### src/rtl/mem_arb_pkg.sv
// Shared types and helpers for the I/D memory port arbiter.
package mem_arb_pkg;

    typedef enum logic [1:0] {
        IDLE   = 2'd0,
        ACCESS = 2'd1,
        RESP   = 2'd2
    } arb_state_t;

    localparam logic OWN_I = 1'b0;
    localparam logic OWN_D = 1'b1;

    function automatic logic is_misaligned(input logic [1:0] addr_lsb);
        return addr_lsb != 2'b00;
    endfunction

endpackage

### src/rtl/arb_timeout_ctr.sv
// Access-cycle counter: cleared outside ACCESS, expires on the last allowed cycle.
module arb_timeout_ctr #(
    parameter int TIMEOUT_CYCLES = 16
) (
    input  logic clk,
    input  logic rst,
    input  logic clear,
    input  logic enable,
    output logic expire
);

    localparam int W = $clog2(TIMEOUT_CYCLES) + 1;
    localparam logic [W-1:0] LAST = W'(TIMEOUT_CYCLES - 1);

    logic [W-1:0] cnt;

    always_ff @(posedge clk or negedge rst) begin
        if (!rst) begin
            cnt <= '0;
        end else if (clear) begin
            cnt <= '0;
        end else if (enable && cnt != LAST) begin
            cnt <= cnt + 1'b1;
        end
    end

    assign expire = enable && (cnt == LAST);

endmodule

### src/rtl/mem_port_arbiter.sv
// Arbitrates one variable-latency memory between fetch (I) and load/store (D)
// requesters with alignment checking, access timeout and fetch anti-starvation.
module mem_port_arbiter
    import mem_arb_pkg::*;
#(
    parameter int ADDR_W         = 32,
    parameter int DATA_W         = 32,
    parameter int TIMEOUT_CYCLES = 16,
    parameter int STARVE_LIMIT   = 4
) (
    input  logic              clk,
    input  logic              rst,
    input  logic              i_req,
    input  logic [ADDR_W-1:0] i_addr,
    output logic [DATA_W-1:0] i_rdata,
    output logic              i_done,
    output logic              i_err,
    input  logic              d_req,
    input  logic              d_we,
    input  logic [ADDR_W-1:0] d_addr,
    input  logic [DATA_W-1:0] d_wdata,
    output logic [DATA_W-1:0] d_rdata,
    output logic              d_done,
    output logic              d_err,
    output logic              mem_req,
    output logic              mem_we,
    output logic [ADDR_W-1:0] mem_addr,
    output logic [DATA_W-1:0] mem_wdata,
    input  logic [DATA_W-1:0] mem_rdata,
    input  logic              mem_ack,
    output logic              busy,
    output logic              owner_d
);

    localparam int SW = $clog2(STARVE_LIMIT + 1);
    localparam logic [SW-1:0] STARVE_MAX = SW'(STARVE_LIMIT);

    arb_state_t state, next_state;

    logic [SW-1:0]     starve_cnt;
    logic              starve_hit, grant_d, grant_i, win_bad;
    logic [ADDR_W-1:0] win_addr;
    logic              tmo_expire;

    logic              mem_req_nxt, mem_we_nxt, owner_nxt, busy_nxt;
    logic [ADDR_W-1:0] mem_addr_nxt;
    logic [DATA_W-1:0] mem_wdata_nxt, i_rdata_nxt, d_rdata_nxt;
    logic              i_done_nxt, i_err_nxt, d_done_nxt, d_err_nxt;

    arb_timeout_ctr #(.TIMEOUT_CYCLES(TIMEOUT_CYCLES)) u_tmo (
        .clk    (clk),
        .rst    (rst),
        .clear  (state != ACCESS),
        .enable (state == ACCESS),
        .expire (tmo_expire)
    );

    // D normally wins; a waiting fetch is forced once D has had STARVE_LIMIT grants in a row.
    always_comb begin
        starve_hit = i_req && (starve_cnt == STARVE_MAX);
        grant_d    = d_req && !starve_hit;
        grant_i    = i_req && !grant_d;
        win_addr   = grant_d ? d_addr : i_addr;
        win_bad    = is_misaligned(win_addr[1:0]);
    end

    always_ff @(posedge clk or negedge rst) begin
        if (!rst) begin
            state <= IDLE;
        end else begin
            state <= next_state;
        end
    end

    always_comb begin
        next_state = state;
        case (state)
            IDLE:    if (grant_d || grant_i) next_state = win_bad ? RESP : ACCESS;
            ACCESS:  if (mem_ack || tmo_expire) next_state = RESP;
            RESP:    next_state = IDLE;
            default: next_state = IDLE;
        endcase
    end

    always_comb begin
        mem_req_nxt   = mem_req;
        mem_we_nxt    = mem_we;
        mem_addr_nxt  = mem_addr;
        mem_wdata_nxt = mem_wdata;
        owner_nxt     = owner_d;
        i_rdata_nxt   = i_rdata;
        d_rdata_nxt   = d_rdata;
        i_done_nxt    = 1'b0;
        i_err_nxt     = 1'b0;
        d_done_nxt    = 1'b0;
        d_err_nxt     = 1'b0;
        busy_nxt      = (next_state != IDLE);
        case (state)
            IDLE: begin
                if (grant_d || grant_i) begin
                    owner_nxt     = grant_d ? OWN_D : OWN_I;
                    mem_addr_nxt  = win_addr;
                    mem_we_nxt    = grant_d && d_we && !win_bad;
                    mem_wdata_nxt = grant_d ? d_wdata : '0;
                    mem_req_nxt   = !win_bad;
                    if (win_bad) begin
                        if (grant_d) begin
                            d_err_nxt   = 1'b1;
                            d_rdata_nxt = '0;
                        end else begin
                            i_err_nxt   = 1'b1;
                            i_rdata_nxt = '0;
                        end
                    end
                end
            end
            ACCESS: begin
                // Ack takes precedence over a timeout landing in the same cycle.
                if (mem_ack || tmo_expire) begin
                    mem_req_nxt = 1'b0;
                    mem_we_nxt  = 1'b0;
                    if (owner_d == OWN_D) begin
                        d_done_nxt  = mem_ack;
                        d_err_nxt   = !mem_ack;
                        d_rdata_nxt = mem_ack ? mem_rdata : '0;
                    end else begin
                        i_done_nxt  = mem_ack;
                        i_err_nxt   = !mem_ack;
                        i_rdata_nxt = mem_ack ? mem_rdata : '0;
                    end
                end
            end
            default: ;
        endcase
    end

    always_ff @(posedge clk or negedge rst) begin
        if (!rst) begin
            mem_req   <= 1'b0;
            mem_we    <= 1'b0;
            mem_addr  <= '0;
            mem_wdata <= '0;
            owner_d   <= 1'b0;
            i_rdata   <= '0;
            d_rdata   <= '0;
            i_done    <= 1'b0;
            i_err     <= 1'b0;
            d_done    <= 1'b0;
            d_err     <= 1'b0;
            busy      <= 1'b0;
        end else begin
            mem_req   <= mem_req_nxt;
            mem_we    <= mem_we_nxt;
            mem_addr  <= mem_addr_nxt;
            mem_wdata <= mem_wdata_nxt;
            owner_d   <= owner_nxt;
            i_rdata   <= i_rdata_nxt;
            d_rdata   <= d_rdata_nxt;
            i_done    <= i_done_nxt;
            i_err     <= i_err_nxt;
            d_done    <= d_done_nxt;
            d_err     <= d_err_nxt;
            busy      <= busy_nxt;
        end
    end

    always_ff @(posedge clk or negedge rst) begin
        if (!rst) begin
            starve_cnt <= '0;
        end else if (state == IDLE) begin
            if (grant_d && i_req) begin
                if (starve_cnt != STARVE_MAX) starve_cnt <= starve_cnt + 1'b1;
            end else if (grant_d || grant_i) begin
                starve_cnt <= '0;
            end
        end
    end

endmodule

### config.mk
export PLATFORM = sky130hd
export DESIGN_NAME = mem_port_arbiter
export DESIGN_NICKNAME = d
export VERILOG_FILES = /design/src/rtl/mem_arb_pkg.sv /design/src/rtl/arb_timeout_ctr.sv /design/src/rtl/mem_port_arbiter.sv
export SDC_FILE = /design/constraint.sdc
export NUM_CORES = 1
export LEC_CHECK = 0
export ABC_CLOCK_PERIOD_IN_PS = 2400
export CAP_MARGIN = 20
export CORE_MARGIN = 8
export CORE_UTILIZATION = 35
export CTS_CLUSTER_SIZE = 12
export DETAILED_ROUTE_END_ITERATION = 10
export PLACE_DENSITY = 0.78
export SYNTH_ARGS = -nofsm -noshare
export SYNTH_HDL_FRONTEND = slang
export SYNTH_SLANG_ARGS = --single-unit
### constraint.sdc
create_clock -name clk -period 2.4 [get_ports clk]
set_input_delay 0.36 -clock clk [delete_from_list [all_inputs] [get_ports clk]]
set_output_delay 0.36 -clock clk [all_outputs]
set_load 0.02 [all_outputs]
==> impl_results.html, run 1 <==
<table>
<tr><th>Metric</th><th>Value</th></tr>
<tr><th colspan="2">Pwr</th></tr>
<tr><td>Static leakage power</td><td>0.004165 uW</td></tr>
<tr><td>IR drop worst, VDD</td><td>0.5340 mV</td></tr>
<tr><td>Power density normalized to cell area</td><td>1088 nW/um^2</td></tr>
<tr><td>Total Power Consumption</td><td>10140 uW</td></tr>
<tr><th colspan="2">Floorplanning</th></tr>
<tr><td>Floorplan die area</td><td>between 20000 and 25000 um^2</td></tr>
<tr><td>Core region area</td><td>15890 um^2</td></tr>
<tr><td>Initial Util</td><td>35.89%</td></tr>
<tr><td>Die Span Y</td><td>143.6 um</td></tr>
<tr><td>Horizontal die dimension</td><td>143.6 um</td></tr>
<tr><td>Number of rows in the core area</td><td>46</td></tr>
<tr><td>Top Ports</td><td>270</td></tr>
<tr><th colspan="2">Timing</th></tr>
<tr><td>Final min period</td><td>around 2200 ps</td></tr>
<tr><td>Fin crit share</td><td>about nine tenths</td></tr>
<tr><td>Final-report hold violation count</td><td>0</td></tr>
<tr><td>Slew Viols, Final</td><td>0</td></tr>
<tr><td>Worst path setup slack after routing</td><td>246.6 ps</td></tr>
<tr><td>Final setup skew</td><td>between 7 and 8 ps</td></tr>
<tr><td>Final setup violation count</td><td>0</td></tr>
<tr><td>Unrepaired setup endpoints after global routing</td><td>false</td></tr>
<tr><td>Slew of the pin with the lowest slew margin</td><td>779.0 ps</td></tr>
<tr><td>Relative slew slack</td><td>a little under half</td></tr>
<tr><td>Fmax achieved</td><td>464.4 MHz</td></tr>
<tr><th colspan="2">Synthesis</th></tr>
<tr><td>Leading area contributor after synthesis</td><td>sky130_fd_sc_hd__dfrtp_1</td></tr>
<tr><td>Number of synthesized flops with an enable pin</td><td>0</td></tr>
<tr><td>XOR/XNOR share of the synthesized area</td><td>0.4609%</td></tr>
<tr><td>Main flop type after synthesis</td><td>sky130_fd_sc_hd__dfrtp_1</td></tr>
<tr><td>Netlist Area Pre-Place</td><td>between 5000 and 6000 um^2</td></tr>
<tr><td>Dominant cells by area after synthesis</td><td>sky130_fd_sc_hd__dfrtp_1 64%, sky130_fd_sc_hd__a22o_1 15%, sky130_fd_sc_hd__mux2i_1 6.0%, sky130_fd_sc_hd__o21ai_0 3.1%, sky130_fd_sc_hd__nand2_1 2.6%</td></tr>
<tr><td>Share of the yosys chip area belonging to registers</td><td>64.09%</td></tr>
<tr><td>Share of the synthesized area in the top cell type</td><td>64.09%</td></tr>
<tr><td>Proportion of synthesized flip-flops having asynchronous set or reset</td><td>100.0%</td></tr>
<tr><td>Main combinational cell family by area after synthesis</td><td>compound AO/OA/AOI/OAI gates</td></tr>
<tr><td>Avg Inst Size Synth</td><td>12.87 um^2</td></tr>
<tr><td>Number of standard cells after synthesis</td><td>443</td></tr>
<tr><td>Area fraction in and, or, nand and nor cells after synthesis</td><td>roughly 5.8%</td></tr>
<tr><td>Complex-gate fraction of the synthesized area</td><td>between 15 and 20%</td></tr>
<tr><td>Synth Area in Adders</td><td>less than 1%</td></tr>
<tr><td>Net Count, Synth</td><td>about 580</td></tr>
<tr><td>Synthesis-stage register bit count</td><td>146</td></tr>
<tr><td>Portion of netlist area occupied by mux cells</td><td>5.970%</td></tr>
<tr><td>Yosys warning count</td><td>0</td></tr>
<tr><td>Number of unique standard cell types used by synthesis</td><td>34</td></tr>
<tr><th colspan="2">Routing</th></tr>
<tr><td>Initial detailed-routing violation count</td><td>222</td></tr>
<tr><td>Total vias in the final route</td><td>4717</td></tr>
<tr><td>Final ANT Viol Nets</td><td>0</td></tr>
<tr><td>Per-cell routed wire length</td><td>19.23 um</td></tr>
<tr><td>Number of detailed-route iterations in the first pass</td><td>4</td></tr>
<tr><td>Drc violations</td><td>0</td></tr>
<tr><td>Detailed-route vias per instance</td><td>roughly 5.0</td></tr>
<tr><td>Final wirelength</td><td>18.19 mm</td></tr>
<tr><th colspan="2">GRT</th></tr>
<tr><td>Remaining global-route overflow</td><td>0</td></tr>
<tr><td>Global-route wire length before repair</td><td>between 20 and 30 mm</td></tr>
<tr><td>Number of global-route vias before repair</td><td>approximately 5300</td></tr>
<tr><td>Global-route total usage across every layer</td><td>between 10% and 20%</td></tr>
<tr><td>Antenna violations before repair</td><td>1</td></tr>
<tr><td>Maximum number of pins on one net before global-route repair</td><td>67</td></tr>
<tr><th colspan="2">Final layout</th></tr>
<tr><td>Count of filler cells inserted in the layout</td><td>1279</td></tr>
<tr><td>Share of cells above drive strength 1</td><td>around 7.9%</td></tr>
<tr><td>Post-synthesis to final-layout area growth</td><td>63.48%</td></tr>
<tr><td>Most used cells in the layout excluding fill and tap cells</td><td>268 x sky130_fd_sc_hd__clkdlybuf4s50_1, 146 x sky130_fd_sc_hd__dfrtp_1, 96 x sky130_fd_sc_hd__a22o_1</td></tr>
<tr><td>Leading cell type in the layout, fill and taps excluded</td><td>sky130_fd_sc_hd__clkdlybuf4s50_1</td></tr>
<tr><td>ANT cells</td><td>0</td></tr>
<tr><td>Total Nets Final</td><td>roughly 860</td></tr>
<tr><th colspan="2">Worst setup path</th></tr>
<tr><td>WS Path Type</td><td>flop to flop</td></tr>
<tr><td>Arrival time at the worst endpoint</td><td>2450 ps</td></tr>
<tr><td>Maximum fanout along the worst path</td><td>21</td></tr>
<tr><td>Crit end category</td><td>flop</td></tr>
<tr><td>Type of origin of the critical path</td><td>flop</td></tr>
<tr><td>Required time reported for the critical path endpoint</td><td>2700 ps</td></tr>
<tr><th colspan="2">Hold path</th></tr>
<tr><td>Classification of the worst-slack hold path</td><td>primary input to asynchronous set/reset pin</td></tr>
<tr><th colspan="2">CTS</th></tr>
<tr><td>CTS tree</td><td>built</td></tr>
<tr><td>Clock root cell</td><td>sky130_fd_sc_hd__clkbuf_16</td></tr>
<tr><td>Clock slew seen by the registers of the worst setup and hold paths</td><td>60 ps</td></tr>
<tr><td>Number of buffers created by CTS</td><td>17</td></tr>
<tr><td>Post-cts repair resize count</td><td>0</td></tr>
<tr><td>Buffers from clock root to sink, at most</td><td>2</td></tr>
<tr><td>TritonCTS Sinks</td><td>146</td></tr>
<tr><td>H-tree depth</td><td>4</td></tr>
<tr><td>Clock Latency Late Sink</td><td>420 ps</td></tr>
<tr><th colspan="2">Placement</th></tr>
<tr><td>Final HPWL from detailed placement</td><td>roughly 14 mm</td></tr>
<tr><td>Final weighted congestion in routability-driven placement</td><td>0.8042</td></tr>
<tr><td>Count of input and output buffers</td><td>approximately 270</td></tr>
<tr><td>Setup Slack @ Placement</td><td>-3.426 ps</td></tr>
<tr><th colspan="2">Status</th></tr>
<tr><td>Outcome</td><td>finished, final reports clean</td></tr>
<tr><th colspan="2">Flow run</th></tr>
<tr><td>Max Cap Viol</td><td>0</td></tr>
</table>
cells in the mapped netlist, drive strengths merged, types with 2 or more instances:
cell type / n
nor2: 14
o21bai: 3
mux2i: 34
xor2: 2
and3: 3
dfrtp: 146
buf: 13
nor4b: 2
nand2: 40
o21ai: 36
nand3: 6
clkbuf: 21
a22o: 96
ha: 4
nor2b: 3
o31ai: 2
inv: 5
timing repair:
action | CTS | global route
hold buffers | 1 | 0
hold endpoints to repair | 15 | 0
setup endpoints to repair | 0 | 0
setup buffers | 0 | 0
layout make-up:
type / count / area (um^2) / share of cell area, %
clock buffers: 18 / 429.2 / 4.605
clock inverters: 13 / 111.4 / 1.195
inverters: 5 / 18.77 / 0.2014
multi-input cells: 258 / 1912 / 20.52
flip-flops and latches: 146 / 3654 / 39.21
well taps: 216 / 270.3 / 2.900
repair buffers: 290 / 2924 / 31.38
metal layers:
layer	part of all wire (%)	vias up	GRT usage, %
li1	-	2173	-
met1	39	2298	20.02
met2	49	214	29.52
met3	10	30	7.133
met4	2.5	2	8.024
met5	0.049	-	0
where the power goes:
group | total (uW) | internal, uW | switching, uW
combinational | 4040 | 2000 | 2040
sequential | 3660 | 3200 | 465
clock | 2440 | 1410 | 1030
path summary, 6_finish.rpt:
check                              startpoint             to  slack (ps)  cells after the start
min in group clk                 mem_addr[18]   mem_addr[18]         480                      2
worst min-delay path                      rst     i_rdata[4]         350                      2
max in group asynchronous                 rst  mem_wdata[24]        1460                      3
worst max-delay path            starve_cnt[0]    d_rdata[10]         250                      7
worst max register to register  starve_cnt[0]    d_rdata[10]         250                      7
worst min register to register   mem_addr[18]   mem_addr[18]         480                      2
sequential cells by signal, summed over array words and instances (netlist names):
register    cells
mem_we          1
mem_addr       32
starve_cnt      3
d_err           1
i_rdata        32
d_done          1
busy            1
state           2
u_tmo.cnt       5
mem_req         1
i_done          1
mem_wdata      32
owner_d         1
i_err           1
d_rdata        32
metrics by stage:
step,instance area (um^2),TNS (ps),hold WS [ps],cells,utilization (%)
final,9319,0,347.6,946,58.66
after global routing,9319,0,343.5,946,58.66
after global placement,8753,0,202.4,913,55.10
after floorplan,5700,0,64.41,443,-
after CTS,9319,0,336.9,946,58.66
after detailed placement,8768,-8.598,204.8,914,55.20
cell families (layout without fill, tap and decap cells):
group	after synthesis	after routing
adders and majority gates	4	4
and+or+nand+nor	74	74
DFF	146	146
xor gates and xnor gates	3	3
AOI/OAI and AO/OA	143	143
buffers and inverters	39	326
muxes	34	34
worst max-delay path: stages (launching register included):
cell and delay, ps:
sky130_fd_sc_hd__dfrtp_1 400, sky130_fd_sc_hd__inv_1 60, sky130_fd_sc_hd__ha_1 200, sky130_fd_sc_hd__nand3_2 140, sky130_fd_sc_hd__nor4b_1 660, sky130_fd_sc_hd__o31ai_4 120, sky130_fd_sc_hd__buf_4 240, sky130_fd_sc_hd__a22o_1 210
No activity file was read; power rests on OpenSTA's default activity.
==> inputs of run 2 (changes only) <==
Settings changed: CORE_UTILIZATION 35 to 41, CTS_CLUSTER_DIAMETER set to 120, PLACE_DENSITY 0.78 to 0.88.
==> run 2 against run 1 <==
Effect of this change:
- fmax fell by 2.9%
- non-clock buffer count decreased by 6
- design area fell by 0.44%
- critical endpoint is now i_rdata[27]
- clock power grew 11%
- die area shrank 13%
- largest cell class unchanged
- global-route usage increased by 2.1 points
- critical path type unchanged
==> impl_results.html, run 2 (synthesized netlist as in run 1, its figures left out) <==
<table>
<tr><th>Metric</th><th>Value</th></tr>
<tr><th colspan="2">Worst setup path</th></tr>
<tr><td>Worst Reg-to-Reg Cells</td><td>8 (was 7)</td></tr>
<tr><td>WS Path Type</td><td>flop to flop (unchanged)</td></tr>
<tr><td>Crit end category</td><td>flop (unchanged)</td></tr>
<tr><td>Required time reported for the critical path endpoint</td><td>2690 ps (was 2700 ps)</td></tr>
<tr><td>Worst path buffer plus inverter count</td><td>1 (was 2)</td></tr>
<tr><td>Maximum fanout along the worst path</td><td>32 (was 21)</td></tr>
<tr><td>Slowest stage delay, CP</td><td>400 ps (was 660 ps)</td></tr>
<tr><td>Total number of cells along the worst setup path</td><td>8 (was 7)</td></tr>
<tr><td>Arrival time at the worst endpoint</td><td>2510 ps (was 2450 ps)</td></tr>
<tr><td>CP max-delay cell</td><td>sky130_fd_sc_hd__dfrtp_1 (was sky130_fd_sc_hd__nor4b_1)</td></tr>
<tr><td>Type of origin of the critical path</td><td>flop (unchanged)</td></tr>
<tr><td>Crit path cell chain</td><td>ha_1, and3_1, ha_1, nor2_1, nor2_1, o221ai_2, buf_4, a22o_1 (was inv_1, ha_1, nand3_2, nor4b_1, o31ai_4, buf_4, a22o_1)</td></tr>
<tr><td>Largest delay share family, worst path</td><td>adder cells (was simple AND/OR/NAND/NOR gates)</td></tr>
<tr><th colspan="2">Timing</th></tr>
<tr><td>Relative slew slack</td><td>60.25% (was 47.33%)</td></tr>
<tr><td>Slew of the pin with the lowest slew margin</td><td>596.3 ps (was 779.0 ps)</td></tr>
<tr><td>Unrepaired setup endpoints after global routing</td><td>false (unchanged)</td></tr>
<tr><td>Final-report hold violation count</td><td>0 (unchanged)</td></tr>
<tr><td>Fmax achieved</td><td>450.9 MHz (was 464.4 MHz)</td></tr>
<tr><td>Final setup violation count</td><td>0 (unchanged)</td></tr>
<tr><td>Setup TNS</td><td>0 ps (unchanged)</td></tr>
<tr><td>Slew Viols, Final</td><td>0 (unchanged)</td></tr>
<tr><td>Fin crit share</td><td>92.42% (was 89.73%)</td></tr>
<tr><td>Hold WS</td><td>475.9 ps (was 347.6 ps)</td></tr>
<tr><td>Final setup skew</td><td>7.744 ps (was 7.958 ps)</td></tr>
<tr><td>Final min period</td><td>2218 ps (was 2153 ps)</td></tr>
<tr><th colspan="2">Routing</th></tr>
<tr><td>Final ANT Viol Nets</td><td>0 (unchanged)</td></tr>
<tr><td>Per-cell routed wire length</td><td>19.95 um (was 19.23 um)</td></tr>
<tr><td>Drc violations</td><td>0 (unchanged)</td></tr>
<tr><td>Detailed-route vias per instance</td><td>5.304 (was 4.986)</td></tr>
<tr><td>Number of detailed-route iterations in the first pass</td><td>4 (unchanged)</td></tr>
<tr><td>Final wirelength</td><td>18.08 mm (was 18.19 mm)</td></tr>
<tr><td>Initial detailed-routing violation count</td><td>193 (was 222)</td></tr>
<tr><td>Total vias in the final route</td><td>4805 (was 4717)</td></tr>
<tr><th colspan="2">Final layout</th></tr>
<tr><td>Share of cells above drive strength 1</td><td>7.172% (was 7.945%)</td></tr>
<tr><td>Final cell utilization of the core</td><td>67.62% (was 58.66%)</td></tr>
<tr><td>Most used cells in the layout excluding fill and tap cells</td><td>268 x sky130_fd_sc_hd__clkdlybuf4s50_1, 146 x sky130_fd_sc_hd__dfrtp_1, 96 x sky130_fd_sc_hd__a22o_1 (unchanged)</td></tr>
<tr><td>Leading cell type in the layout, fill and taps excluded</td><td>sky130_fd_sc_hd__clkdlybuf4s50_1 (unchanged)</td></tr>
<tr><td>Total Nets Final</td><td>850 (was 856)</td></tr>
<tr><td>Post-synthesis to final-layout area growth</td><td>62.75% (was 63.48%)</td></tr>
<tr><th colspan="2">Pwr</th></tr>
<tr><td>Power density normalized to cell area</td><td>1117 nW/um^2 (was 1088 nW/um^2)</td></tr>
<tr><td>Clk pwr share</td><td>26.2% (was 24.1%)</td></tr>
<tr><td>Switching power</td><td>3519 uW (was 3536 uW)</td></tr>
<tr><td>Sequential Power Share</td><td>35.5% (was 36.1%)</td></tr>
<tr><td>Static leakage power</td><td>0.004156 uW (was 0.004165 uW)</td></tr>
<tr><td>Internal power of the cells</td><td>6841 uW (was 6607 uW)</td></tr>
<tr><td>Total Power Consumption</td><td>10360 uW (was 10140 uW)</td></tr>
<tr><td>IR drop worst, VDD</td><td>0.5803 mV (was 0.5340 mV)</td></tr>
<tr><td>Relative contribution of combinational cells to total power</td><td>38.3% (was 39.8%)</td></tr>
<tr><td>Switching part of the total power</td><td>33.96% (was 34.86%)</td></tr>
<tr><th colspan="2">CTS</th></tr>
<tr><td>Number of buffers inserted by post-CTS setup repair</td><td>0 (unchanged)</td></tr>
<tr><td>Buffers from clock root to sink, at most</td><td>2 (unchanged)</td></tr>
<tr><td>Hold-fix buffer count after cts</td><td>1 (unchanged)</td></tr>
<tr><td>Clock root cell</td><td>sky130_fd_sc_hd__clkbuf_16 (unchanged)</td></tr>
<tr><td>Post-cts repair resize count</td><td>0 (unchanged)</td></tr>
<tr><td>Number of buffers created by CTS</td><td>17 (unchanged)</td></tr>
<tr><td>Clock Latency Late Sink</td><td>410 ps (was 420 ps)</td></tr>
<tr><td>TritonCTS Sinks</td><td>146 (unchanged)</td></tr>
<tr><td>Clock slew seen by the registers of the worst setup and hold paths</td><td>60 ps (about the same)</td></tr>
<tr><td>H-tree depth</td><td>4 (unchanged)</td></tr>
<tr><td>CTS tree</td><td>built (unchanged)</td></tr>
<tr><th colspan="2">GRT</th></tr>
<tr><td>Antenna violations before repair</td><td>0 (was 1)</td></tr>
<tr><td>Remaining global-route overflow</td><td>0 (unchanged)</td></tr>
<tr><td>GR met3 Demand/Resource</td><td>8.564% (was 7.133%)</td></tr>
<tr><td>Most used routing layer</td><td>met2 (unchanged)</td></tr>
<tr><td>Met1 track utilization from global routing</td><td>22.76% (was 20.02%)</td></tr>
<tr><td>Number of global-route vias before repair</td><td>5173 (was 5287)</td></tr>
<tr><td>GR Layer Usage met2</td><td>32.06% (was 29.52%)</td></tr>
<tr><td>Global-route total usage across every layer</td><td>19.99% (was 17.87%)</td></tr>
<tr><td>Maximum number of pins on one net before global-route repair</td><td>108 (was 67)</td></tr>
<tr><td>Global-route wire length before repair</td><td>27.95 mm (was 28.23 mm)</td></tr>
<tr><th colspan="2">Placement</th></tr>
<tr><td>Count of input and output buffers</td><td>269 (unchanged)</td></tr>
<tr><td>Final weighted congestion in routability-driven placement</td><td>0.8006 (was 0.8042)</td></tr>
<tr><td>Final HPWL from detailed placement</td><td>13.28 mm (was 13.77 mm)</td></tr>
<tr><th colspan="2">Flow run</th></tr>
<tr><td>Max Cap Viol</td><td>0 (unchanged)</td></tr>
<tr><th colspan="2">Hold path</th></tr>
<tr><td>Classification of the worst-slack hold path</td><td>flop to flop (was primary input to asynchronous set/reset pin)</td></tr>
<tr><td>Number of cells on the worst hold path</td><td>2</td></tr>
<tr><th colspan="2">Floorplanning</th></tr>
<tr><td>Number of rows in the core area</td><td>43 (was 46)</td></tr>
<tr><td>Top Ports</td><td>270 (unchanged)</td></tr>
<tr><td>Initial Util</td><td>41.55% (was 35.89%)</td></tr>
<tr><td>Die Span Y</td><td>133.9 um (was 143.6 um)</td></tr>
<tr><td>Floorplan die area</td><td>17930 um^2 (was 20630 um^2)</td></tr>
<tr><td>Horizontal die dimension</td><td>133.9 um (was 143.6 um)</td></tr>
<tr><td>Core region area</td><td>13720 um^2 (was 15890 um^2)</td></tr>
<tr><th colspan="2">Status</th></tr>
<tr><td>Outcome</td><td>finished, final reports clean (unchanged)</td></tr>
</table>
-- run 2: final cells by class --
type                       count  area [um^2]
timing repair buffer         284         2854
inverter                       5        18.77
clock inverter                11        151.4
clock buffer                  21        460.4
sequential                   146         3654
tap                          180        225.2
multi-input combinational    258         1912
antenna                        1        2.502
fill                         962         4442
-- run 2: worst paths after layout --
check                                  start  slack, ps      endpoint
max in group asynchronous                rst       1210  mem_addr[22]
worst max register to register  u_tmo.cnt[0]        180   i_rdata[27]
worst min register to register  mem_addr[10]        480  mem_addr[10]
min in group asynchronous                rst        510    i_rdata[3]
worst min-delay path            mem_addr[10]        480  mem_addr[10]
worst max-delay path            u_tmo.cnt[0]        180   i_rdata[27]
-- run 2: routing by layer --
layer | up-vias | wire [um]
li1 | 2169 | -
met1 | 2318 | 6932
met2 | 282 | 8517
met3 | 36 | 2116
met4 | 0 | 513
met5 | - | 0
-- run 2: through the flow --
stage,setup WS [ps],cells,cell area (um^2)
5_1_grt,11.20,905,9275
6_report,182.0,906,9278
2_1_floorplan,397.3,443,5700
3_5_place_dp,-26.73,871,8638
3_3_place_gp,101.3,871,8638
4_1_cts,163.9,904,9260
-- run 2: power by group through the flow --
| stage | sequential [uW] | clock (uW) | combinational, uW |
|---|---|---|---|
| after detailed placement | 3690 | 0 | 3990 |
| after CTS | 3680 | 2770 | 4000 |
| after global placement | 3660 | 0 | 3900 |
| after floorplan | 4500 | 0 | 967 |
| final | 3680 | 2720 | 3960 |
| after global routing | 3760 | 2870 | 4210 |
-- run 2: worst reg2reg max path, stage by stage (launching register included) --
cell and delay, ps:
sky130_fd_sc_hd__dfrtp_1 400, sky130_fd_sc_hd__ha_1 170, sky130_fd_sc_hd__and3_1 160, sky130_fd_sc_hd__ha_1 360, sky130_fd_sc_hd__nor2_1 80, sky130_fd_sc_hd__nor2_1 280, sky130_fd_sc_hd__o221ai_2 130, sky130_fd_sc_hd__buf_4 260
sky130_fd_sc_hd__a22o_1 260
